--- config.mk ---
export PLATFORM = sky130hd
export DESIGN_NAME = uart_mmio
export DESIGN_NICKNAME = d
export VERILOG_FILES = /design/src/rtl/uart_mmio.sv
export SDC_FILE = /design/constraint.sdc
export NUM_CORES = 1
export LEC_CHECK = 0
export ABC_AREA = 1
export CAP_MARGIN = 5
export CORE_MARGIN = 10
export CORE_UTILIZATION = 55
export DETAILED_ROUTE_END_ITERATION = 10
export GPL_TIMING_DRIVEN = 0
export PLACE_DENSITY = 0.79
export SYNTH_ARGS = -nofsm -noshare
export SYNTH_HDL_FRONTEND = slang
export SYNTH_SLANG_ARGS = --single-unit
--- constraint.sdc ---
create_clock -name clk -period 2.62 [get_ports clk]
set_clock_uncertainty 0.05 [all_clocks]
set_input_delay 0.393 -clock clk [delete_from_list [all_inputs] [get_ports clk]]
set_output_delay 0.393 -clock clk [all_outputs]
set_load 0.05 [all_outputs]
--- src/rtl/uart_mmio.sv ---
// Memory-mapped UART register block: RX/TX byte FIFOs between the CPU data bus
// and the UART transmitter/receiver ready/valid streams, with status and sticky overflow flags.
module uart_mmio #(
  parameter int FIFO_DEPTH = 8,
  parameter int CNT_W      = $clog2(FIFO_DEPTH) + 1
) (
  input  logic        clk,
  input  logic        reset,
  input  logic [3:0]  addr,
  input  logic        re,
  input  logic        we,
  input  logic [31:0] wdata,
  output logic [31:0] rdata,
  output logic [7:0]  tx_data_out,
  output logic        tx_data_out_valid,
  input  logic        tx_data_out_ready,
  input  logic [7:0]  rx_data_in,
  input  logic        rx_data_in_valid,
  output logic        rx_data_in_ready
);
  localparam int PTR_W = CNT_W - 1;
  localparam logic [3:0] ADDR_STATUS = 4'h0;
  localparam logic [3:0] ADDR_RXDATA = 4'h4;
  localparam logic [3:0] ADDR_TXDATA = 4'h8;

  logic [7:0]       rx_mem [0:FIFO_DEPTH-1];
  logic [7:0]       tx_mem [0:FIFO_DEPTH-1];
  logic [PTR_W-1:0] rx_wr_ptr, rx_rd_ptr, tx_wr_ptr, tx_rd_ptr;
  logic [CNT_W-1:0] rx_count, tx_count;
  logic             rx_ovf, tx_ovf;
  logic             rx_full, rx_empty, tx_full, tx_empty;
  logic             rx_push, rx_pop, rx_drop, tx_push, tx_pop, tx_drop;
  logic             status_wr;
  logic [31:0]      status;

  assign rx_full  = (rx_count == CNT_W'(FIFO_DEPTH));
  assign rx_empty = (rx_count == '0);
  assign tx_full  = (tx_count == CNT_W'(FIFO_DEPTH));
  assign tx_empty = (tx_count == '0);

  // A same-cycle pop frees the slot, so a push into a full FIFO is accepted then.
  assign rx_pop  = re && (addr == ADDR_RXDATA) && !rx_empty;
  assign rx_push = rx_data_in_valid && (!rx_full || rx_pop);
  assign rx_drop = rx_data_in_valid && rx_full && !rx_pop;

  assign tx_pop  = !tx_empty && tx_data_out_ready;
  assign tx_push = we && (addr == ADDR_TXDATA) && (!tx_full || tx_pop);
  assign tx_drop = we && (addr == ADDR_TXDATA) && tx_full && !tx_pop;

  assign status_wr = we && (addr == ADDR_STATUS);

  assign rx_data_in_ready  = 1'b1;
  assign tx_data_out_valid = !tx_empty;
  assign tx_data_out       = tx_empty ? 8'h00 : tx_mem[tx_rd_ptr];

  always_comb begin
    status               = '0;
    status[0]            = !rx_empty;
    status[1]            = !tx_full;
    status[2]            = rx_ovf;
    status[3]            = tx_ovf;
    status[8 +: CNT_W]   = rx_count;
    status[16 +: CNT_W]  = tx_count;
  end

  // Storage carries no reset; the counts alone decide which entries are valid.
  always_ff @(posedge clk) begin
    if (rx_push) rx_mem[rx_wr_ptr] <= rx_data_in;
    if (tx_push) tx_mem[tx_wr_ptr] <= wdata[7:0];
  end

  always_ff @(posedge clk or posedge reset) begin
    if (reset) begin
      rx_wr_ptr <= '0;
      rx_rd_ptr <= '0;
      tx_wr_ptr <= '0;
      tx_rd_ptr <= '0;
      rx_count  <= '0;
      tx_count  <= '0;
      rx_ovf    <= 1'b0;
      tx_ovf    <= 1'b0;
      rdata     <= '0;
    end else begin
      if (rx_push) rx_wr_ptr <= rx_wr_ptr + PTR_W'(1);
      if (rx_pop)  rx_rd_ptr <= rx_rd_ptr + PTR_W'(1);
      if (tx_push) tx_wr_ptr <= tx_wr_ptr + PTR_W'(1);
      if (tx_pop)  tx_rd_ptr <= tx_rd_ptr + PTR_W'(1);
      rx_count <= rx_count + CNT_W'(rx_push) - CNT_W'(rx_pop);
      tx_count <= tx_count + CNT_W'(tx_push) - CNT_W'(tx_pop);

      // A drop in the same cycle as a firmware clear keeps the flag set.
      if (rx_drop)                      rx_ovf <= 1'b1;
      else if (status_wr && wdata[2])   rx_ovf <= 1'b0;
      if (tx_drop)                      tx_ovf <= 1'b1;
      else if (status_wr && wdata[3])   tx_ovf <= 1'b0;

      if (re) begin
        case (addr)
          ADDR_STATUS: rdata <= status;
          ADDR_RXDATA: rdata <= rx_empty ? 32'h0 : {24'h0, rx_mem[rx_rd_ptr]};
          default:     rdata <= 32'h0;
        endcase
      end
    end
  end
endmodule
==> Word-level counts from Yosys, hierarchy flattened <==
Memories as Yosys holds them, arrays and structs flattened.
Index checks and enable logic that the tools add are counted.
{ "word_totals": {"word_cells": 60, "ramBits": 128, "ff_bits": 54, "n_memories": 2} }
{ "memory_table": {"columns": ["name", "depth", "width", "rd", "rd_ports_with_merged_regs", "wr", "line_no", "text"], "rows": [
  ["rx_mem", 8, 8, 1, 0, 1, "26", "logic [7:0] rx_mem [0:FIFO_DEPTH-1];"],
  ["tx_mem", 8, 8, 1, 0, 1, "27", "logic [7:0] tx_mem [0:FIFO_DEPTH-1];"]
]} }
{ "classes": {"n_mux": 11, "n_eq_ne": 4, "add_sub_neg": 8, "n_reduce_logical": 26} }
{ "ops": {"columns": ["operator", "n"], "rows": [
  ["one-hot mux 20 bit (2 select lines)", 1],
  ["2-to-1 mux 8 bit", 2],
  ["logical AND 1 bit", 13],
  ["adder 3 x 1 -> 3 bit (second input constant)", 4],
  ["equality test 4 bit (second input constant)", 3],
  ["zero test 4 bit", 3],
  ["adder 4 x 1 -> 4 bit", 2],
  ["2-to-1 mux 1 bit", 8],
  ["subtractor 4 x 1 -> 4 bit", 2],
  ["zero test 1 bit", 6],
  ["equality test 4 x 3 -> 1 bit (second input constant)", 1],
  ["nonzero test 2 bit", 2],
  ["logical OR 1 bit", 2]
]} }

==> Logic depth before layout (Yosys ltp) <==
{ "depth": {"ltp_word": 7, "mapped_depth": 13} }

==> Least setup slack after synthesis <==
OpenSTA, ideal clock, no wires.
{ "synth_timing": {"kind": "flip-flop to output port", "startpoint": "register tx_count[2]", "endpoint": "output port tx_data_out[0]", "path_slack_ps": 439, "t_arrival_ps": 1738, "stages_incl_launch_ff": 7, "cell_sequence": "dfrtp_1 > inv_1 > ha_1 > nand3_2 > buf_2 > nand2_1 > nor2_1"} }
{ "synth_via": {"elab_chain_len": 2} }
{ "synth_rtl": {"columns": ["item", "line_no", "text"], "rows": [
  ["start: declaration", "29", "logic [CNT_W-1:0] rx_count, tx_count;"],
  ["start signal: assignment", "89", "tx_count <= tx_count + CNT_W'(tx_push) - CNT_W'(tx_pop);"],
  ["zero test 4 bit", "39", "assign tx_empty = (tx_count == '0);"],
  ["2-to-1 mux 8 bit", "54", "assign tx_data_out = tx_empty ? 8'h00 : tx_mem[tx_rd_ptr];"],
  ["end: declaration", "14", "output logic [7:0] tx_data_out,"]
]} }
Every way passes these cells.

==> Final worst setup path <==
{ "layout_timing": {"startpoint": "register tx_rd_ptr[0]", "endpoint": "output port tx_data_out[5]"} }
{ "layout_via": {"elab_chain_len": 2} }
{ "layout_rtl": {"columns": ["item", "line_no", "text"], "rows": [
  ["start: declaration", "28", "logic [PTR_W-1:0] rx_wr_ptr, rx_rd_ptr, tx_wr_ptr, tx_rd_ptr;"],
  ["start signal: assignment", "87", "if (tx_pop) tx_rd_ptr <= tx_rd_ptr + PTR_W'(1);"],
  ["memory read (8 x 8 bit)", null, null],
  ["2-to-1 mux 8 bit", "54", null]
]} }
Every way passes these cells.

==> flow_summary.json <==
{
  "post-place-ws_ns": -0.187,
  "min_period_ns": 2.49,
  "gp_congestion": 0.870,
  "yosysWarnings": 0,
  "p_switching_mw": 3.57,
  "layout.cells.non_filler": 896,
  "relSlewSlack_pct": 36.5,
  "dr.pass1.iters": 5,
  "place_inst": 864,
  "drv_cap": 0,
  "status": "complete, no violations",
  "power_per_cell_area_nw_per_um2": 1090,
  "synth_area_um2": 7200,
  "hp-class": "input port to asynchronous set/reset pin",
  "drive_gt1_share_pct": 14.6,
  "yosysTopAreaCell": "edfxtp_1",
  "synth_area_leaders": "edfxtp_1 53%, dfrtp_1 13%, nor2_1 5.6%",
  "worstSetupStartpointType": "flop",
  "die_w_um": 134,
  "p_leak_nw": 3.39,
  "vias": 4921,
  "post-route-drc-count": 0,
  "synth_cell_types": 39,
  "io_buffer_count": 50,
  "tightest_slew_ns": 0.949,
  "final_max_slew_viol_count": 0,
  "grt_pass1_vias": 4989,
  "post_cts_resize_count": 26,
  "ys_seq_area_share_pct": 66.6,
  "numCtsBuffers": 17,
  "grt_remaining_overflow": 0,
  "clock_latency_ns": 0.43,
  "fin_crit_sh_pct": 94.9,
  "clkPwrFrac_pct": 26.9,
  "clk_pin_slew_ns": 0.06,
  "netlist_instances": 626,
  "total_power_mw": 9.36,
  "nets": 777,
  "path_max_fanout": 10,
  "antenna_found_initial": 0,
  "pwr-share-seq_pct": 36.2,
  "postRouteAntennaNets": 0,
  "finalSetupViolations": 0,
  "rr_worst_depth": 8,
  "arrival_ns": 2.04,
  "ctsLongestPathBuffers": 2,
  "syn_to_final_growth_pct": 18.9,
  "diodes": 0,
  "grt_max_degree": 39,
  "coreArea_um2": 12700,
  "grt_use_total_pct": 18.8,
  "path_class": "flop to output pin",
  "ys_ff_latch": 166,
  "fin_tns_setup_ns": 0,
  "dieArea_um2": 18100,
  "viasPerCell": 5.49,
  "clock-root-buffer": "clkbuf_16",
  "r2r_setup_slack_ns": 0.18,
  "grt_pass1_wl_mm": 26.4,
  "final_core_util_pct": 67.3,
  "switching_share_pct": 38.1,
  "grt_setup_unrepaired": "false",
  "dpl.hpwl_mm": 11.1,
  "comb_power_share_pct": 36.9,
  "wirelength_mm": 16.7,
  "htree_num_levels": 4,
  "wl_per_cell_um": 18.6,
  "vdd_drop_max_v": 0.000517,
  "cts_setup_buffers": 0,
  "required_ns": 2.18,
  "synth_top_area_share_pct": 53.4,
  "worst_slack_ns": 0.134,
  "clkSinkCount": 166,
  "start_util_pct": 56.6,
  "finalHoldViolations": 0,
  "cp-end-kind": "output pin",
  "clock.fmax_mhz": 402,
  "p_int_mw": 5.79,
  "postCtsHoldBufs": 0,
  "synth.avg_cell_area_um2": 11.5,
  "num_rows": 41,
  "timing.rr.end": "rx_mem[2][2]$_DFFE_PP_",
  "worstReg2RegStart": "rx_count[2]$_DFF_PP0_",
  "die_y_um": 134,
  "fillerInstances": 944,
  "drt_iter0_markers": 493,
  "cts_tree": "done",
  "io_pins": 92
}
layer usage:
metal | up-vias | part of all wire, % | GRT usage [%]
met4 | 0 | 1.9 | 6.65
met3 | 37 | 8.4 | 5.49
met2 | 235 | 50 | 30.8
met5 | - | 0 | 0
met1 | 2366 | 40 | 23.3
li1 | 2283 | - | -
worst max-delay path, cell delays in order, from the launching register on:
cell             delay (ns)
dfrtp_1                0.45
inv_2                  0.12
buf_2                  0.24
nor2_1                 0.07
o22ai_1                0.19
nor2_1                 0.07
nor2_1                 0.10
clkdlybuf4s15_2        0.37
Yosys cell counts (all sizes together):
cell	n
edfxtp	128
o2bb2ai	1
nor2	109
buf	36
clkinv	1
o211ai	21
nand3	29
conb	2
inv	47
nor3	7
o31ai	8
fa	2
nor3b	2
or2	2
nand2	93
xnor2	6
xor2	4
ha	14
o22ai	8
a21oi	6
o21ai	56
nand4	1
clkbuf	5
dfrtp	38
how the worst max path moves through the flow:
stage / start / to / slack, ns
floorplan: tx_count[2]$_DFF_PP0_ / tx_data_out[0] / 0.44
CTS: tx_rd_ptr[0]$_DFFE_PP0N_ / tx_data_out[6] / 0.01
finish: tx_rd_ptr[0]$_DFFE_PP0N_ / tx_data_out[5] / 0.13
global placement: addr[1] / tx_mem[7][4]$_DFFE_PP_ / -0.40
global route: tx_rd_ptr[0]$_DFFE_PP0N_ / tx_data_out[5] / 0.01
detailed placement: addr[1] / tx_mem[7][5]$_DFFE_PP_ / -0.19
per-stage QoR:
step | cell area (um^2) | hold slack, ns
finish | 8560 | 0.383
global route | 8560 | 0.449
CTS | 8580 | 0.414
detailed placement | 7980 | 0.422
global placement | 7970 | 0.418
floorplan | 7260 | 0.403
placed cells by master, fill, tap and decap left out, types with 3 or more instances in the layout:
master	synthesis	layout
o21ai_1	4	4
xnor2_1	6	6
o22ai_1	8	8
buf_2	13	16
o211ai_1	21	21
inv_1	40	39
conb_1	2	17
clkdlybuf4s50_1	0	41
o21ai_0	51	51
ha_1	14	14
inv_2	6	7
nor3_2	5	6
buf_4	21	22
nor2_1	107	107
clkbuf_2	2	3
clkinv_4	0	3
o31ai_1	8	8
xor2_1	4	4
nand2_4	4	4
edfxtp_1	128	128
nand2_1	88	88
clkbuf_16	0	17
clkbuf_1	3	5
a21oi_1	5	5
clkinvlp_4	0	3
bufinv_16	0	3
nand3_1	27	27
clkinv_2	0	3
dfrtp_1	38	37
kinds of logic (layout without fill, tap and decap cells):
kind of cell	after synthesis	count (layout)	share of synthesized area, %
other	2	17	0.104
XOR/XNOR	10	10	1.22
AO/OA/AOI/OAI	100	100	8.25
flip-flops	166	166	66.6
AND/OR/NAND/NOR	243	243	14.6
adder cells (fa/ha/maj)	16	16	2.99
buffers and inverters	89	172	6.24
area by class of cell:
cell class	count	area, um^2	share of cell area, %
clock inverter	12	154	1.80
tap	172	215	2.51
clock buffer	20	447	5.22
multi-input combinational	386	2020	23.6
inverter	48	183	2.13
timing repair buffer	51	478	5.58
sequential	166	4800	56.0
buffer	41	272	3.17
sequential cells by signal, summed over array words and instances (netlist names):
signal     flops
tx_count       4
tx_rd_ptr      3
rx_ovf         1
rx_wr_ptr      3
rx_count       4
tx_mem        64
rx_rd_ptr      3
rx_mem        64
tx_ovf         1
tx_wr_ptr      3
rdata         16
power groups by stage:
stage | sequential (mW) | clock (mW) | combinational, mW
2_1_floorplan | 3.44 | 0 | 2.42
3_3_place_gp | 3.41 | 0 | 3.36
3_5_place_dp | 3.43 | 0 | 3.46
4_1_cts | 3.38 | 2.51 | 3.47
5_1_grt | 3.42 | 2.64 | 3.80
6_report | 3.39 | 2.52 | 3.45
Note: power is estimated with default switching activity, not from simulation.
